===== src/rtl/kbd_spi_matrix.sv =====
// kbd_spi_matrix: receives the 40-key ZX keyboard matrix from the PS/2 MCU
// over a CS/CLK/DI serial link and serves the port #FE key column read.
// Bit n of a frame lands at row n/5, column n%5; a frame is committed only
// when exactly FRAME_BITS bits were clocked between CS fall and CS rise.
module kbd_spi_matrix #(
    parameter int SYNC_STAGES = 2,
    parameter int FRAME_BITS  = 40
) (
    input  logic       CLK_14MHZ,
    input  logic       RESET,
    input  logic       KBD_CLK,
    input  logic       KBD_DI,
    input  logic       KBD_CS,
    input  logic [7:0] A_HI,
    output logic [4:0] KEYS,
    output logic       FRAME_OK,
    output logic       FRAME_ERR,
    output logic [3:0] ERR_CNT
);

    localparam int MAT_BITS = 40;

    typedef enum logic [1:0] {
        ST_IDLE   = 2'd0,
        ST_RECV   = 2'd1,
        ST_COMMIT = 2'd2
    } state_t;

    // Line bundle: [2] = CS, [1] = DI, [0] = CLK
    logic [SYNC_STAGES-1:0][2:0] sync_q, sync_d;
    logic [2:0]                  dly_q, dly_d;

    state_t              state_q, state_d;
    logic [5:0]          cnt_q, cnt_d;
    logic [MAT_BITS-1:0] shadow_q, shadow_d;
    logic [MAT_BITS-1:0] matrix_q, matrix_d;
    logic                frame_ok_q, frame_ok_d;
    logic                frame_err_q, frame_err_d;
    logic [3:0]          err_cnt_q, err_cnt_d;

    logic                cs_s;
    logic                cs_fall_s;
    logic                cs_rise_s;
    logic                clk_rise_s;
    logic                di_s;
    logic [4:0]          keys_s;

    // Synchronizer chains plus one delay register per line for edge detection
    always_comb begin
        sync_d    = sync_q;
        sync_d[0] = {KBD_CS, KBD_DI, KBD_CLK};
        for (int i = 1; i < SYNC_STAGES; i++) begin
            sync_d[i] = sync_q[i-1];
        end
        dly_d = sync_q[SYNC_STAGES-1];
    end

    // Edge detection on the synchronized lines
    always_comb begin
        cs_s       = sync_q[SYNC_STAGES-1][2];
        di_s       = sync_q[SYNC_STAGES-1][1];
        cs_fall_s  = ~cs_s & dly_q[2];
        cs_rise_s  = cs_s & ~dly_q[2];
        clk_rise_s = sync_q[SYNC_STAGES-1][0] & ~dly_q[0];
    end

    // Frame FSM: receive into the shadow register, then commit or reject
    always_comb begin
        state_d     = state_q;
        cnt_d       = cnt_q;
        shadow_d    = shadow_q;
        matrix_d    = matrix_q;
        frame_ok_d  = 1'b0;
        frame_err_d = 1'b0;
        err_cnt_d   = err_cnt_q;
        case (state_q)
            ST_IDLE: begin
                if (cs_fall_s) begin
                    cnt_d   = 6'd0;
                    state_d = ST_RECV;
                end else begin
                    state_d = ST_IDLE;
                end
            end
            ST_RECV: begin
                // CS rise has priority; a coincident clock edge is dropped
                if (cs_rise_s) begin
                    state_d = ST_COMMIT;
                end else if (clk_rise_s) begin
                    shadow_d = {shadow_q[MAT_BITS-2:0], di_s};
                    if (cnt_q != 6'd63) begin
                        cnt_d = cnt_q + 6'd1;
                    end else begin
                        cnt_d = cnt_q;
                    end
                end else begin
                    state_d = ST_RECV;
                end
            end
            ST_COMMIT: begin
                if (cnt_q == 6'(FRAME_BITS)) begin
                    // First received bit sits at the shadow MSB
                    for (int n = 0; n < MAT_BITS; n++) begin
                        matrix_d[n] = shadow_q[MAT_BITS-1-n];
                    end
                    frame_ok_d = 1'b1;
                end else begin
                    frame_err_d = 1'b1;
                    if (err_cnt_q != 4'd15) begin
                        err_cnt_d = err_cnt_q + 4'd1;
                    end else begin
                        err_cnt_d = err_cnt_q;
                    end
                end
                // A CS fall seen during the commit cycle opens the next frame
                if (cs_fall_s) begin
                    cnt_d   = 6'd0;
                    state_d = ST_RECV;
                end else begin
                    state_d = ST_IDLE;
                end
            end
            default: begin
                state_d = ST_IDLE;
            end
        endcase
    end

    // State and datapath registers; sync chains reset low so a CS held low
    // across reset release never looks like a falling edge
    always_ff @(posedge CLK_14MHZ or posedge RESET) begin
        if (RESET) begin
            sync_q      <= '0;
            dly_q       <= 3'b000;
            state_q     <= ST_IDLE;
            cnt_q       <= 6'd0;
            shadow_q    <= {MAT_BITS{1'b1}};
            matrix_q    <= {MAT_BITS{1'b1}};
            frame_ok_q  <= 1'b0;
            frame_err_q <= 1'b0;
            err_cnt_q   <= 4'd0;
        end else begin
            sync_q      <= sync_d;
            dly_q       <= dly_d;
            state_q     <= state_d;
            cnt_q       <= cnt_d;
            shadow_q    <= shadow_d;
            matrix_q    <= matrix_d;
            frame_ok_q  <= frame_ok_d;
            frame_err_q <= frame_err_d;
            err_cnt_q   <= err_cnt_d;
        end
    end

    // Port #FE read: AND the selected half-rows column by column
    always_comb begin
        keys_s = 5'b11111;
        for (int r = 0; r < 8; r++) begin
            for (int c = 0; c < 5; c++) begin
                if (A_HI[r] == 1'b0) begin
                    keys_s[c] = keys_s[c] & matrix_q[r*5+c];
                end else begin
                    keys_s[c] = keys_s[c];
                end
            end
        end
    end

    assign KEYS      = keys_s;
    assign FRAME_OK  = frame_ok_q;
    assign FRAME_ERR = frame_err_q;
    assign ERR_CNT   = err_cnt_q;

endmodule

===== config.mk =====
export PLATFORM = sky130hd
export DESIGN_NAME = kbd_spi_matrix
export DESIGN_NICKNAME = d
export VERILOG_FILES = /design/src/rtl/kbd_spi_matrix.sv
export SDC_FILE = /design/constraint.sdc
export NUM_CORES = 1
export LEC_CHECK = 0
export ABC_AREA = 1
export BUFFER_PORTS_ARGS = -buffer_cell sky130_fd_sc_hd__buf_4
export CAP_MARGIN = 20
export CORE_MARGIN = 1.5
export CORE_UTILIZATION = 60
export DETAILED_ROUTE_END_ITERATION = 8
export PLACE_DENSITY = 0.78
export RECOVER_POWER = 25
export SYNTH_ARGS = -nofsm -noshare
export SYNTH_HDL_FRONTEND = slang
export SYNTH_SLANG_ARGS = --single-unit
export TNS_END_PERCENT = 20

===== constraint.sdc =====
create_clock -name CLK_14MHZ -period 7.15 [get_ports CLK_14MHZ]
set_input_delay 1.0725 -clock CLK_14MHZ [delete_from_list [all_inputs] [get_ports CLK_14MHZ]]
set_output_delay 1.0725 -clock CLK_14MHZ [all_outputs]
set_load 0.01 [all_outputs]

# Word level (Yosys, flattened, before mapping)
# Cells that the tools add are included.
# word_totals
regBits	103
latch_bits	0
ram_bits	0
mem_bits_ro	0
in_bits	13
mem_count	0
# classes
add_sub_neg	2
multipliers	0
div_mod_pow	0
magnitude_cmp	0
n_eq_ne	10
shifts	0
muxes	53
n_bitwise	43
reduce_logical	7
# op_table
cell	count
$mux 1	45
$and 1x1->1	38
$mux 6	4
$pmux 6 s2	1
$add 6x1->6 const B	1
$eq 6x6->1 const B	1
$ne 2x2->1 const B	3
$ne 6x6->1 const B	1
$reduce_and 3->1	2
$not 1->1	5
$reduce_and 5->1	1
$add 4x1->4 const B	1
$mux 2	2
$ne 4x4->1 const B	1
$pmux 2 s2	1
$ne 3x3->1 const B	1
$eq 2x1->1 const B	1
$eq 2x2->1 const B	1
$logic_not 2->1	1
$ne 2x1->1 const B	1
$reduce_and 2->1	1
$reduce_bool 2->1	1
$reduce_or 2->1	1

# Depth between registers and ports, before layout
# logic_depth
ltp_word	15
ltp_mapped	9
mapped_depth_nobuf	8

# Least setup slack after synthesis
# OpenSTA, ideal clock, no wires.
# synth_timing
path_kind	input to output
start	input A_HI[0]
end	output KEYS[0]
arrival_time_ns	1.472
required_time_ns	6.077
path_slack_ns	4.606
cell_stages	4
path_buffers	0
path_cell_list	nor2_1 > nor2_1 > o221ai_1 > nor2_1
# synth_between
elab_chain_len	15
# synth_lines
element	line_no	text
start: declaration	14	input logic [7:0] A_HI,
$mux 1 *	160	if (A_HI[r] == 1'b0) begin
$and 1x1->1	161	keys_s[c] = keys_s[c] & matrix_q[r*5+c];
$mux 1 *	160	
$and 1x1->1	161	
$mux 1 *	160	
$and 1x1->1	161	
$mux 1 *	160	
$and 1x1->1	161	
$mux 1 *	160	
$and 1x1->1	161	
$mux 1 *	160	
$and 1x1->1	161	
$mux 1 *	160	
$and 1x1->1	161	
$mux 1 *	160	
end: declaration	15	output logic [4:0] KEYS,
# Mark *: on every way between the ends. The rest lies on a longest branch, timed or not.

# Worst setup path in the final report
# layout_timing
start	input A_HI[4]
end	output KEYS[0]
# layout_between
elab_chain_len	7
# layout_lines
element	line_no
$mux 1 *	160
$and 1x1->1	161
$mux 1 *	160
$and 1x1->1	161
$mux 1 *	160
$and 1x1->1	161
$mux 1 *	160
# Marked as above.

==> flow_metrics.env <==
export IMPL_vdd_drop_max_mv=0.127
export IMPL_dominant_synthesized_flop_cell="sky130_fd_sc_hd__dfstp_2"
export IMPL_total_power_mw=1.18
export IMPL_synthMostInstantiatedCell="sky130_fd_sc_hd__nand2_1"
export IMPL_num_vias=2966
export IMPL_mappedNetlistArea_mm2=0.00450
export IMPL_cts_clk_slew_worst_paths_ps=90
export IMPL_yosysUniqueCellTypes=27
export IMPL_failed_checks="max-capacitance violations, max-slew violations"
export IMPL_maxClockFrequency_ghz=0.343
export IMPL_globalRouteOverflowTotal=0
export IMPL_initial_standard_cell_utilization_of_the_core_pct=62.0
export IMPL_final_cycle_utilization_of_the_critical_path_pct=40.8
export IMPL_worst_skew_pair_late_latency_ps=360
export IMPL_fin_skew_ps=6.95
export IMPL_fp_row_count=31
export IMPL_chipWidth_um=89.6
export IMPL_netlist_top_cells_count="sky130_fd_sc_hd__nand2_1, sky130_fd_sc_hd__dfstp_2, sky130_fd_sc_hd__inv_1, sky130_fd_sc_hd__o21ai_2, sky130_fd_sc_hd__nor2_1"
export IMPL_synth_top_area_cell="sky130_fd_sc_hd__dfstp_2"
export IMPL_max_cap_violations=1
export IMPL_port_buffers=23
export IMPL_drc=0
export IMPL_worstPathArrival_ps=1840
export IMPL_holdBufCountCts=0
export IMPL_initialDrtViolationCount=159
export IMPL_cts_repair_resize_count=0
export IMPL_gp_congestion=0.865
export IMPL_worst_setup_path_type="input pin to output pin"
export IMPL_die_area_mm2=0.00802
export IMPL_setup_viol_count_final=0
export IMPL_crit_top_cell="sky130_fd_sc_hd__nor2_1"
export IMPL_rsz0062_at_grt="false"
export IMPL_async_set_or_reset_flop_fraction_in_the_synthesized_netlist_pct=100
export IMPL_htree_num_levels=3
export IMPL_report_final_hold_viol_count=0
export IMPL_synth_ff_latch_count=102
export IMPL_cts_setup_buffers=0
export IMPL_synth_yosys_seq_area_share_pct=59.0
export IMPL_setup_worst_path_start_class="input pin"
export IMPL_tritoncts_num_buffers=9
export IMPL_global_route_wire_length_before_repair_mm=13.3
export IMPL_worst_slew_pin_transition_ps=2080
export IMPL_cts_root_buffer_cell="sky130_fd_sc_hd__clkbuf_8"
export IMPL_status="finished, violations left"
export IMPL_place_hpwl_mm=5.44
export IMPL_wl_mm=7.90
export IMPL_grt_start_max_net_pins=81
export IMPL_tns_ps=0
export IMPL_number_of_flops_mapped_to_enable_cells_by_yosys=0
export IMPL_cts_num_sinks=102
export IMPL_worstPathMaxFanout=5
export IMPL_count_of_final_max_slew_check_failures=52
export IMPL_syn2layout_area_growth_pct=8.77
export IMPL_routed_wire_length_per_instance_um=13.8
export IMPL_max_slew_margin_rel_pct=-39.4
export IMPL_setup_worst_path_start="A_HI[4]"
export IMPL_placeableCoreArea_mm2=0.00725
export IMPL_leakagePower_nw=1.85
export IMPL_synth_top_area_share_pct=46.8
export IMPL_synth_warning_count=0
export IMPL_synth_fp_nets=464
export IMPL_p_per_area_mw_per_mm2=242
export IMPL_vias_per_cell=5.19
export IMPL_synth_cells=448
export IMPL_num_antenna_cells=0
export IMPL_synth_area_leaders="sky130_fd_sc_hd__dfstp_2, sky130_fd_sc_hd__dfrtp_1, sky130_fd_sc_hd__nand2_1"
export IMPL_cts_max_path_buffers=2
export IMPL_grt_antenna_before_repair=0
export IMPL_grt_usage_pct=22.2
export IMPL_period_minus_slack_ps=2910
export IMPL_grt_pass1_vias=2763
export IMPL_drtPass1Iterations=4
export IMPL_post_synth_cell_area_avg_um2=10.0
export IMPL_cp_end_kind="output pin"
export IMPL_count_of_boundary_i_o_pins=24
export IMPL_timing_hold_worst_class="flip-flop to flip-flop"
export IMPL_critical_path_required_ps=6080
export IMPL_die_height_um=89.6
export IMPL_timing_hold_worst_start="sync_d[5]"
export IMPL_cts_tree="yes"
export IMPL_critPathMaxStageDelay_ps=200
export IMPL_ant_nets=0
export IMPL_design_final_nets=483
export IMPL_rr_startpoint="cnt_q[0]"
export IMPL_crit_path_cell_trace="buf_4 -> nor2_1 -> nor2_1 -> o221ai_1 -> nor2_1 -> buf_4"
export IMPL_cp_slowest_cell="sky130_fd_sc_hd__o221ai_1"
export IMPL_drive_gt1_share_pct=36.9
-- final timing paths --
check / to / slack, ps / depth (start not counted)
setup / recovery: KEYS[0] / 4240 / 6
hold / removal: dly_d[2] / 360 / 0
setup reg to reg: matrix_q[23] / 4830 / 8
hold reg to reg: dly_d[2] / 360 / 0
max in group asynchronous: ERR_CNT[3] / 4480 / 3
min in group asynchronous: cnt_q[0] / 1250 / 2
-- placed cells by master, fill, tap and decap left out, types with 3 or more instances in the layout --
cell and n:
sky130_fd_sc_hd__o21ai_1 19, sky130_fd_sc_hd__inv_1 49, sky130_fd_sc_hd__o21ai_2 44, sky130_fd_sc_hd__nand2_1 112, sky130_fd_sc_hd__nand3_1 11, sky130_fd_sc_hd__dfstp_2 80
sky130_fd_sc_hd__ha_1 3, sky130_fd_sc_hd__o221ai_1 10, sky130_fd_sc_hd__clkbuf_8 10, sky130_fd_sc_hd__dfrtp_1 22, sky130_fd_sc_hd__o21ai_0 23, sky130_fd_sc_hd__nor2_1 41
sky130_fd_sc_hd__clkbuf_4 4, sky130_fd_sc_hd__buf_4 20
-- through the flow --
step	hold slack [ps]	cells	setup WS, ps	cell area [um^2]	utilization [%]
floorplan	331	448	3530	4500	-
global placement	333	553	4300	4650	64.1
detailed placement	338	554	4260	4670	64.4
CTS	360	570	4260	4890	67.5
global route	371	571	4030	4890	67.4
finish	356	571	4240	4890	67.4
-- registers in the layout (all words and copies together), names as in the netlist --
signal / flops
matrix_q: 40
shadow_q: 40
cnt_q: 6
ERR_CNT: 4
dly_d: 3
sync_d: 3
dly_q: 2
state_q: 2
FRAME_ERR: 1
FRAME_OK: 1
-- critical path, delay by kind of cell --
| family | cells | cell delay, ps |
|---|---|---|
| and+or+nand+nor | 3 | 320 |
| buffers and inverters | 2 | 260 |
| AOI/OAI and AO/OA | 1 | 200 |
-- layout make-up --
cell class              instances  area [um^2]
inverters                      52          203
fillers                       568         2360
flip-flops and latches        102         2650
multi-input cells             276         1460
repair buffers                 26          228
clock buffers                  11          141
well taps                      99          124
clock inverters                 5         81.3
-- cells by family after synthesis --
logic type      count (synthesis)  share of synthesized area [%]
flops                         102                           59.0
buf+inv                        70                           7.85
simple gates                  173                           16.4
fa+ha+maj                       3                          0.835
compound gates                 98                           15.5
xor+xnor                        2                          0.390
-- routing by layer --
| metal | up-vias | GRT usage (%) | routed length, um |
|---|---|---|---|
| met2 | 65 | 33.6 | 3690 |
| met1 | 1425 | 32.5 | 3690 |
| met3 | 10 | 3.51 | 421 |
| li1 | 1466 | - | - |
| met5 | - | 0 | 0 |
| met4 | 0 | 8.53 | 103 |
-- report_power, final --
group          switching [mW]  internal, mW
Clock                   0.191         0.207
Combinational          0.0839        0.0497
Sequential             0.0292         0.622
Total                   0.304         0.879
(Power assumes the default switching activity.)
